$ cat config.mk
export PLATFORM = sky130hd
export DESIGN_NAME = instr_fetch
export DESIGN_NICKNAME = d
export VERILOG_FILES = /design/src/rtl/instr_fetch.sv
export SDC_FILE = /design/constraint.sdc
export NUM_CORES = 1
export LEC_CHECK = 0
export CAP_MARGIN = 40
export CORE_MARGIN = 3
export CORE_UTILIZATION = 44
export CTS_CLUSTER_DIAMETER = 40
export DETAILED_ROUTE_END_ITERATION = 12
export HOLD_SLACK_MARGIN = 0.05
export MAX_ROUTING_LAYER = met4
export PLACE_DENSITY = 0.8
export RECOVER_POWER = 50
export SYNTH_ARGS = -nofsm -noshare
export SYNTH_HDL_FRONTEND = slang
export SYNTH_SLANG_ARGS = --single-unit
$ cat constraint.sdc
create_clock -name clk -period 2.53 [get_ports clk]
set_input_delay 0.759 -clock clk [delete_from_list [all_inputs] [get_ports clk]]
set_output_delay 0.759 -clock clk [all_outputs]
set_load 0.1 [all_outputs]
$ cat src/rtl/instr_fetch.sv
// Instruction fetch stage: owns the PC, fetches one word per query over a
// req/ack memory handshake, pulses run when the word is latched.
module instr_fetch #(
  parameter int                 ADDR_W   = 32,
  parameter int                 DATA_W   = 32,
  parameter logic [ADDR_W-1:0]  RESET_PC = '0,
  parameter int                 TIMEOUT  = 255
) (
  input  logic              clk,
  input  logic              reset_n,
  input  logic              instr_query,
  input  logic              cpu_run,
  input  logic              branch_en,
  input  logic [ADDR_W-1:0] branch_addr,
  output logic              mem_req,
  output logic [ADDR_W-1:0] mem_addr,
  input  logic [DATA_W-1:0] mem_rdata,
  input  logic              mem_ack,
  output logic              run,
  output logic [DATA_W-1:0] instr,
  output logic [ADDR_W-1:0] pc,
  output logic              fetch_err
);

  typedef enum logic [1:0] {IDLE, REQ, DONE, ERR} state_t;

  localparam logic [15:0] CNT_LAST = 16'(TIMEOUT - 1);

  state_t            state, state_nxt;
  logic [15:0]       cnt, cnt_nxt;
  logic [ADDR_W-1:0] pc_nxt;
  logic              instr_ld;

  always_ff @(posedge clk or negedge reset_n) begin
    if (!reset_n) begin
      state <= IDLE;
      cnt   <= '0;
      pc    <= RESET_PC;
      instr <= '0;
    end else begin
      state <= state_nxt;
      cnt   <= cnt_nxt;
      pc    <= pc_nxt;
      if (instr_ld) instr <= mem_rdata;
    end
  end

  always_comb begin
    state_nxt = state;
    cnt_nxt   = cnt;
    pc_nxt    = pc;
    instr_ld  = 1'b0;
    case (state)
      IDLE: begin
        // A same-cycle pc update and query both take effect, so the
        // following REQ cycle already addresses the updated pc.
        if (cpu_run)
          pc_nxt = branch_en ? {branch_addr[ADDR_W-1:2], 2'b00} : pc + ADDR_W'(4);
        if (instr_query) begin
          state_nxt = REQ;
          cnt_nxt   = '0;
        end
      end
      REQ: begin
        // Ack wins over a timeout expiring in the same cycle.
        if (mem_ack) begin
          instr_ld  = 1'b1;
          state_nxt = DONE;
        end else if (cnt == CNT_LAST) begin
          state_nxt = ERR;
        end else begin
          cnt_nxt = cnt + 16'd1;
        end
      end
      DONE:    state_nxt = IDLE;
      ERR:     state_nxt = ERR;
      default: state_nxt = IDLE;
    endcase
  end

  // Handshake and status outputs decode straight from the state register.
  assign mem_req   = (state == REQ);
  assign run       = (state == DONE);
  assign fetch_err = (state == ERR);
  assign mem_addr  = pc;

endmodule

==> results of run 1 <==
## cells in the final DEF (no fill, tap or decap), types with 3 or more instances in the layout
master / netlist / final
nor3b_1: 4 / 5
and4_1: 3 / 3
a21oi_1: 25 / 25
or4_1: 4 / 4
dfrtp_2: 0 / 11
o211ai_1: 4 / 4
nand2_1: 24 / 24
buf_12: 0 / 5
dfrtp_1: 80 / 69
conb_1: 1 / 4
nand2b_1: 6 / 6
ha_1: 3 / 3
inv_6: 0 / 3
a22oi_1: 3 / 3
nor3_1: 10 / 10
a211oi_1: 4 / 4
or3_1: 3 / 3
mux2i_1: 5 / 5
nand3_1: 15 / 15
o2bb2ai_1: 5 / 5
nor2_1: 40 / 40
o21ai_0: 27 / 27
clkinvlp_4: 0 / 3
clkbuf_2: 0 / 12
clkdlybuf4s50_1: 0 / 64
o31ai_1: 5 / 5
buf_4: 35 / 89
and2_1: 7 / 7
nor4_1: 7 / 7
nand4_1: 5 / 5
nor4b_1: 4 / 4
and3_1: 10 / 10
mux2_2: 32 / 32
clkbuf_8: 0 / 9
a31oi_1: 5 / 5
inv_1: 8 / 8
xor2_1: 9 / 9
a311oi_1: 4 / 4
## routing by layer
layer | up-vias | share of wire (%)
li1 | 1837 | -
met1 | 1850 | 42
met2 | 176 | 49
met3 | 12 | 8.5
met4 | 0 | 1.2
met5 | - | 0
## sequential cells by signal, summed over array words and instances, names as in the netlist
| register | cells |
|---|---|
| cnt | 16 |
| instr | 32 |
| state | 2 |
| mem_addr | 30 |
## kinds of logic (layout without fill, tap and decap cells)
kind of cell | after synthesis | count (layout) | synth area share, %
XOR/XNOR | 9 | 9 | 1.80
AO/OA/AOI/OAI | 97 | 97 | 14.1
multiplexers | 37 | 37 | 9.36
adder cells (fa/ha/maj) | 3 | 3 | 0.856
flip-flops | 80 | 80 | 45.6
AND/OR/NAND/NOR | 154 | 154 | 19.3
other | 1 | 4 | 0.0855
buffers and inverters | 65 | 196 | 8.79
## cells in the mapped netlist (7+ instances only)
library cell,n,area (um^2)
a21oi_1,25,125
nor2_1,40,150
nor3_1,10,50.1
clkbuf_1,13,48.8
nand2_1,24,90.1
dfrtp_1,80,2000
mux2_2,32,360
o21ai_0,27,135
and2_1,7,43.8
inv_1,8,30.0
buf_4,35,263
and3_1,10,62.6
xor2_1,9,78.8
nand3_1,15,75.1
nor4_1,7,43.8
## stage by stage
stage	hold WS, ns	std cells	area (um^2)	TNS [ns]
6_report	0.508	709	5880	0
5_1_grt	0.527	709	5880	0
4_1_cts	0.379	709	5940	0
3_5_place_dp	0.496	693	5760	0
3_3_place_gp	0.489	693	5760	0
2_1_floorplan	0.463	449	4410	-0.0232
## critical path, cell delays in order
cell	delay (ns)
clkdlybuf4s50_1	0.47
nor3b_1	0.26
clkbuf_2	0.61
and3_1	0.24
mux2i_1	0.07
o221a_2	0.13
## worst paths after layout
kind / slack, ns / cells past startpoint / endpoint / from
min in group asynchronous: 0.55 / 1 / mem_addr[31] / reset_n
max in group asynchronous: 1.21 / 2 / instr[7] / reset_n
max: 0.23 / 6 / mem_addr[31] / cpu_run
min: 0.51 / 1 / instr[28] / instr[28]
min reg2reg: 0.51 / 1 / instr[28] / instr[28]
max reg2reg: 0.27 / 6 / mem_addr[28] / mem_addr[2]
## layout make-up
| type | count | share of cell area (%) |
|---|---|---|
| clock buffer | 9 | 2.11 |
| clock inverter | 7 | 0.916 |
| inverter | 8 | 0.511 |
| multi-input combinational | 304 | 34.2 |
| sequential | 80 | 34.3 |
| tap | 129 | 2.75 |
| timing repair buffer | 172 | 25.3 |
==> results.md, run 1 <==
* Final Util at 62.1%
* YS warnings at 0
* FILL cells at 834
* Via/cell ratio at between 5 and 6
* Synth Flop Type: dfrtp_1
* Min Tclk post-route at 2.30 ns
* Avg Cell Area, Syn at 9.83 um^2
* All-Layer GR Usage at between 20% and 30%
* Clk root buf: clkbuf_8
* Async set-or-reset flop fraction in the synthesized netlist at 100%
* M1 GR Usage at 24.8%
* Nets at 648
* Worst slack, placed at around 0.17 ns
* EDFF count, synth at 0
* Core area at around 0.0095 mm^2
* Met3 Use GR at 5.57%
* F_max at between 400 and 500 MHz
* Seq. cell area at 0.00202 mm^2
* Outcome: completed
* Worst Skew at roughly 0.015 ns
* Resized cells post-CTS at 0
* Total Die Area at between 0.01 and 0.015 mm^2
* Post-synthesis cell type count at between 50 and 60
* Clk slew on worst S/H paths at 0.09 ns
* Sequential-to-total area share from yosys stat at 45.6%
* Post-Route WL at 11100 um
* Normalized max-slew margin at around a third
* Routed Antenna Nets at 0
* Final period util at between 90% and 100%
* DRT iter0 DRCs at between 100 and 150
* Final setup fails at 0
* Cells after synthesis at between 400 and 500
* Die width at between 100 and 150 um
* Chip height at around 110 um
* Port buffer count at 162
* Worst slew pin tran at approximately 1.0 ns
* Clk_lat worst skew at ~0.35 ns
* Crit. End Element: register
* Multi-input gate area at roughly 0.0020 mm^2
* Routed len/inst at 15.7 um
* Max Cap Violations at 0
* H-Tree Depth at 3
* Num CTS Buffers at 9
* Drt drc at 0
* Vias in the first global route at around 3700
* Met2 usage at between 30% and 40%
* Final worst setup slack at between 0.2 and 0.25 ns
* Crit-path max FO at 36
* Hold_buf cts at 0
* Maximum buffer depth of the clock tree at 2
* # rows at 35
* Largest net degree at the start of global routing at 57
* #FFs+latches synth at 80
* IO Count at about 170
* Global-route wire length before repair at around 18000 um
* Total vias in the final route at roughly 3900
* Initial core utilization at 46.4%
* Ant. Diodes at 0
* Netlist Area Pre-Place at between 0.004 and 0.005 mm^2
* Share of cells above drive strength 1 at a little under a third
* CTS tree: yes
* Final Hold Viols at 0
* Critical Path Source Type: input pin
* GRT overflow at 0
* DPL Wire Length at ~8000 um
* Gr busiest metal: met2
* RSZ-0062 raised after global routing: no
* # Post-CTS Setup Buffers at 0
* Area growth syn-to-layout at 34.0%
* Initial DRT Pass Iterations at 4
* Initial antenna violation count at 0
* Req. time, crit path at 2.78 ns
* Hold Path Class: register to register
* Final Max Slew Viols at 0
* Routability cong. at 0.855
* WP data arrival at 2.55 ns
* CTS Sinks at 80
* Crit path kind: input pin to register
Power of run 1 is not shown: default switching activity piles up to over one toggle a cycle in this logic, so the estimate is an artifact.
==> run 2, diff against run 1 <==
Settings changed: CORE_MARGIN 3 to unset, RECOVER_POWER 50 to 25, SLEW_MARGIN set to 0.
==> run 2 against run 1 <==
Compared with the run above:
- setup slack gained 0.023 ns
- global-route usage grew 1.9 points
- die area shrank 7.4%
- non-clock buffer count grew 3
- sequential share of layout area shrank 0.66 points
- final cell count grew 0.99%
- critical path depth is the same
==> results.md, run 2 (synthesis results as in run 1) <==
* Outcome: completed
* Final setup fails at 0 (unchanged)
* All-Layer GR Usage at 22.0% (+1.9 points)
* Total vias in the final route at 3842 (-0.85%)
* Chip height at 102 um (-3.8%)
* Critical Path Source Type: register
* Hold_buf cts at 0 (unchanged)
* Core area at 0.00973 mm^2 (+2.9%)
* FF-to-FF path depth at 6 (unchanged)
* Vias in the first global route at 3719 (-0.56%)
* Largest Register: instr
* Reg-to-reg setup timing slack at 0.25 ns (-0.02 ns)
* RSZ-0062 raised after global routing: no
* Initial antenna violation count at 0 (unchanged)
* Final period util at 90.0% (-0.92 points)
* Post-Route WL at 10900 um (-2.5%)
* Routability cong. at 0.874 (+2.2%)
* Crit-path max FO at 7 (-81%)
* DRT iter0 DRCs at 141 (+1.4%)
* Clk slew on worst S/H paths at 0.08 ns (about the same)
* Hold path cells at 1 (unchanged)
* GRT overflow at 0 (unchanged)
* Most frequent cells in the layout: buf_4 (102), dfrtp_1 (69), clkdlybuf4s50_1 (65)
* Drt drc at 0 (unchanged)
* Final Max Slew Viols at 0 (unchanged)
* Routed len/inst at 15.2 um (-3.4%)
* Maximum buffer depth of the clock tree at 2 (unchanged)
* CTS Sinks at 80 (unchanged)
* Share of cells above drive strength 1 at 30.9% (about the same)
* CTS tree: yes
* Hold WS at 0.510 ns (+0.00169 ns)
* IO Count at 169 (unchanged)
* Global-route wire length before repair at 17300 um (-3.7%)
* Worst Skew at 0.00944 ns (-0.00507 ns)
* Hold Path Class: register to register
* Largest net degree at the start of global routing at 47 (-18%)
* DPL Wire Length at 7900 um (-3.7%)
* Largest register FFs at 32 (unchanged)
* Normalized max-slew margin at 36.7% (+3.3 points)
* Area growth syn-to-layout at 36.6%
* Most common cell after layout, fill and taps aside: buf_4
* Clk root buf: clkbuf_8
* Routed Antenna Nets at 0 (unchanged)
* Num CTS Buffers at 9 (unchanged)
* Min Tclk post-route at 2.28 ns (-0.0232 ns)
* Ant. Diodes at 0 (unchanged)
* Resized cells post-CTS at 0 (unchanged)
* H-Tree Depth at 3 (unchanged)
* # Post-CTS Setup Buffers at 0 (unchanged)
* Req. time, crit path at 2.79 ns (about the same)
* FILL cells at 836 (+0.24%)
* # rows at 36 (+2.9%)
* Max Cap Violations at 0 (unchanged)
* Port buffer count at 162 (unchanged)
* F_max at 439 MHz (+1.0%)
* WP data arrival at 2.54 ns (about the same)
* Clk_lat worst skew at 0.35 ns (about the same)
* Worst slew pin tran at 0.949 ns (-0.0495 ns)
* Crit. End Element: register
* Initial core utilization at 45.1% (-1.3 points)
* Initial DRT Pass Iterations at 5 (+1)
* Via/cell ratio at 5.37 (-1.8%)
* Total Die Area at 0.0104 mm^2 (-7.4%)
* Final Hold Viols at 0 (unchanged)
* Crit path kind: register to register
* Nets at 651 (+0.46%)
* Die width at 102 um (-3.8%)
[run 2: cell types whose count changed in the layout (fill, tap and decap cells not counted), moves of 2 or more]
cell,previous run,this run
bufinv_16,0,2
clkinvlp_4,3,0
inv_6,3,0
clkbuf_2,12,1
buf_4,89,102
clkbuf_1,0,3
[run 2: metal layers]
layer	track usage (%)	share of wire, %	vias up
met5	-	0	-
met4	7.36	1.4	0
met3	5.27	7.3	18
met2	35.3	48	157
met1	27.4	44	1814
li1	-	-	1853
[run 2: worst max-delay path, cell delays in order (launching register included)]
cell      delay [ns]
dfrtp_2         0.41
ha_1            0.22
nand3_1         0.14
or4_1           0.74
nor4_4          0.37
a21oi_1         0.11
a211oi_1        0.20
[run 2: path summary, 6_finish.rpt]
| path | startpoint | to |
|---|---|---|
| min in group asynchronous | reset_n | mem_addr[28] |
| max in group asynchronous | reset_n | instr[18] |
| hold / removal | instr[4] | instr[4] |
| hold reg to reg | instr[4] | instr[4] |
| setup / recovery | mem_addr[2] | mem_addr[28] |
| setup reg to reg | mem_addr[2] | mem_addr[28] |
[run 2: stage by stage]
step	TNS, ns	area [um^2]	util (%)	setup WS, ns	cells
floorplan	-0.0232	4410	-	-0.0232	449
global placement	0	5780	59.4	0.188	700
detailed placement	0	5780	59.4	0.0631	700
CTS	0	5990	61.6	0.258	716
global route	0	5990	61.6	0.0972	716
finish	0	5990	61.6	0.252	716
[run 2: final cells by class]
class	count	area (um^2)	share of cell area, %
sequential	80	2020	33.6
multi-input combinational	304	2020	33.7
clock inverter	3	65.1	1.09
clock buffer	13	149	2.49
timing repair buffer	175	1550	25.8
inverter	8	30.0	0.501
tap	133	166	2.78
Power of run 2 is left out for the same reason.
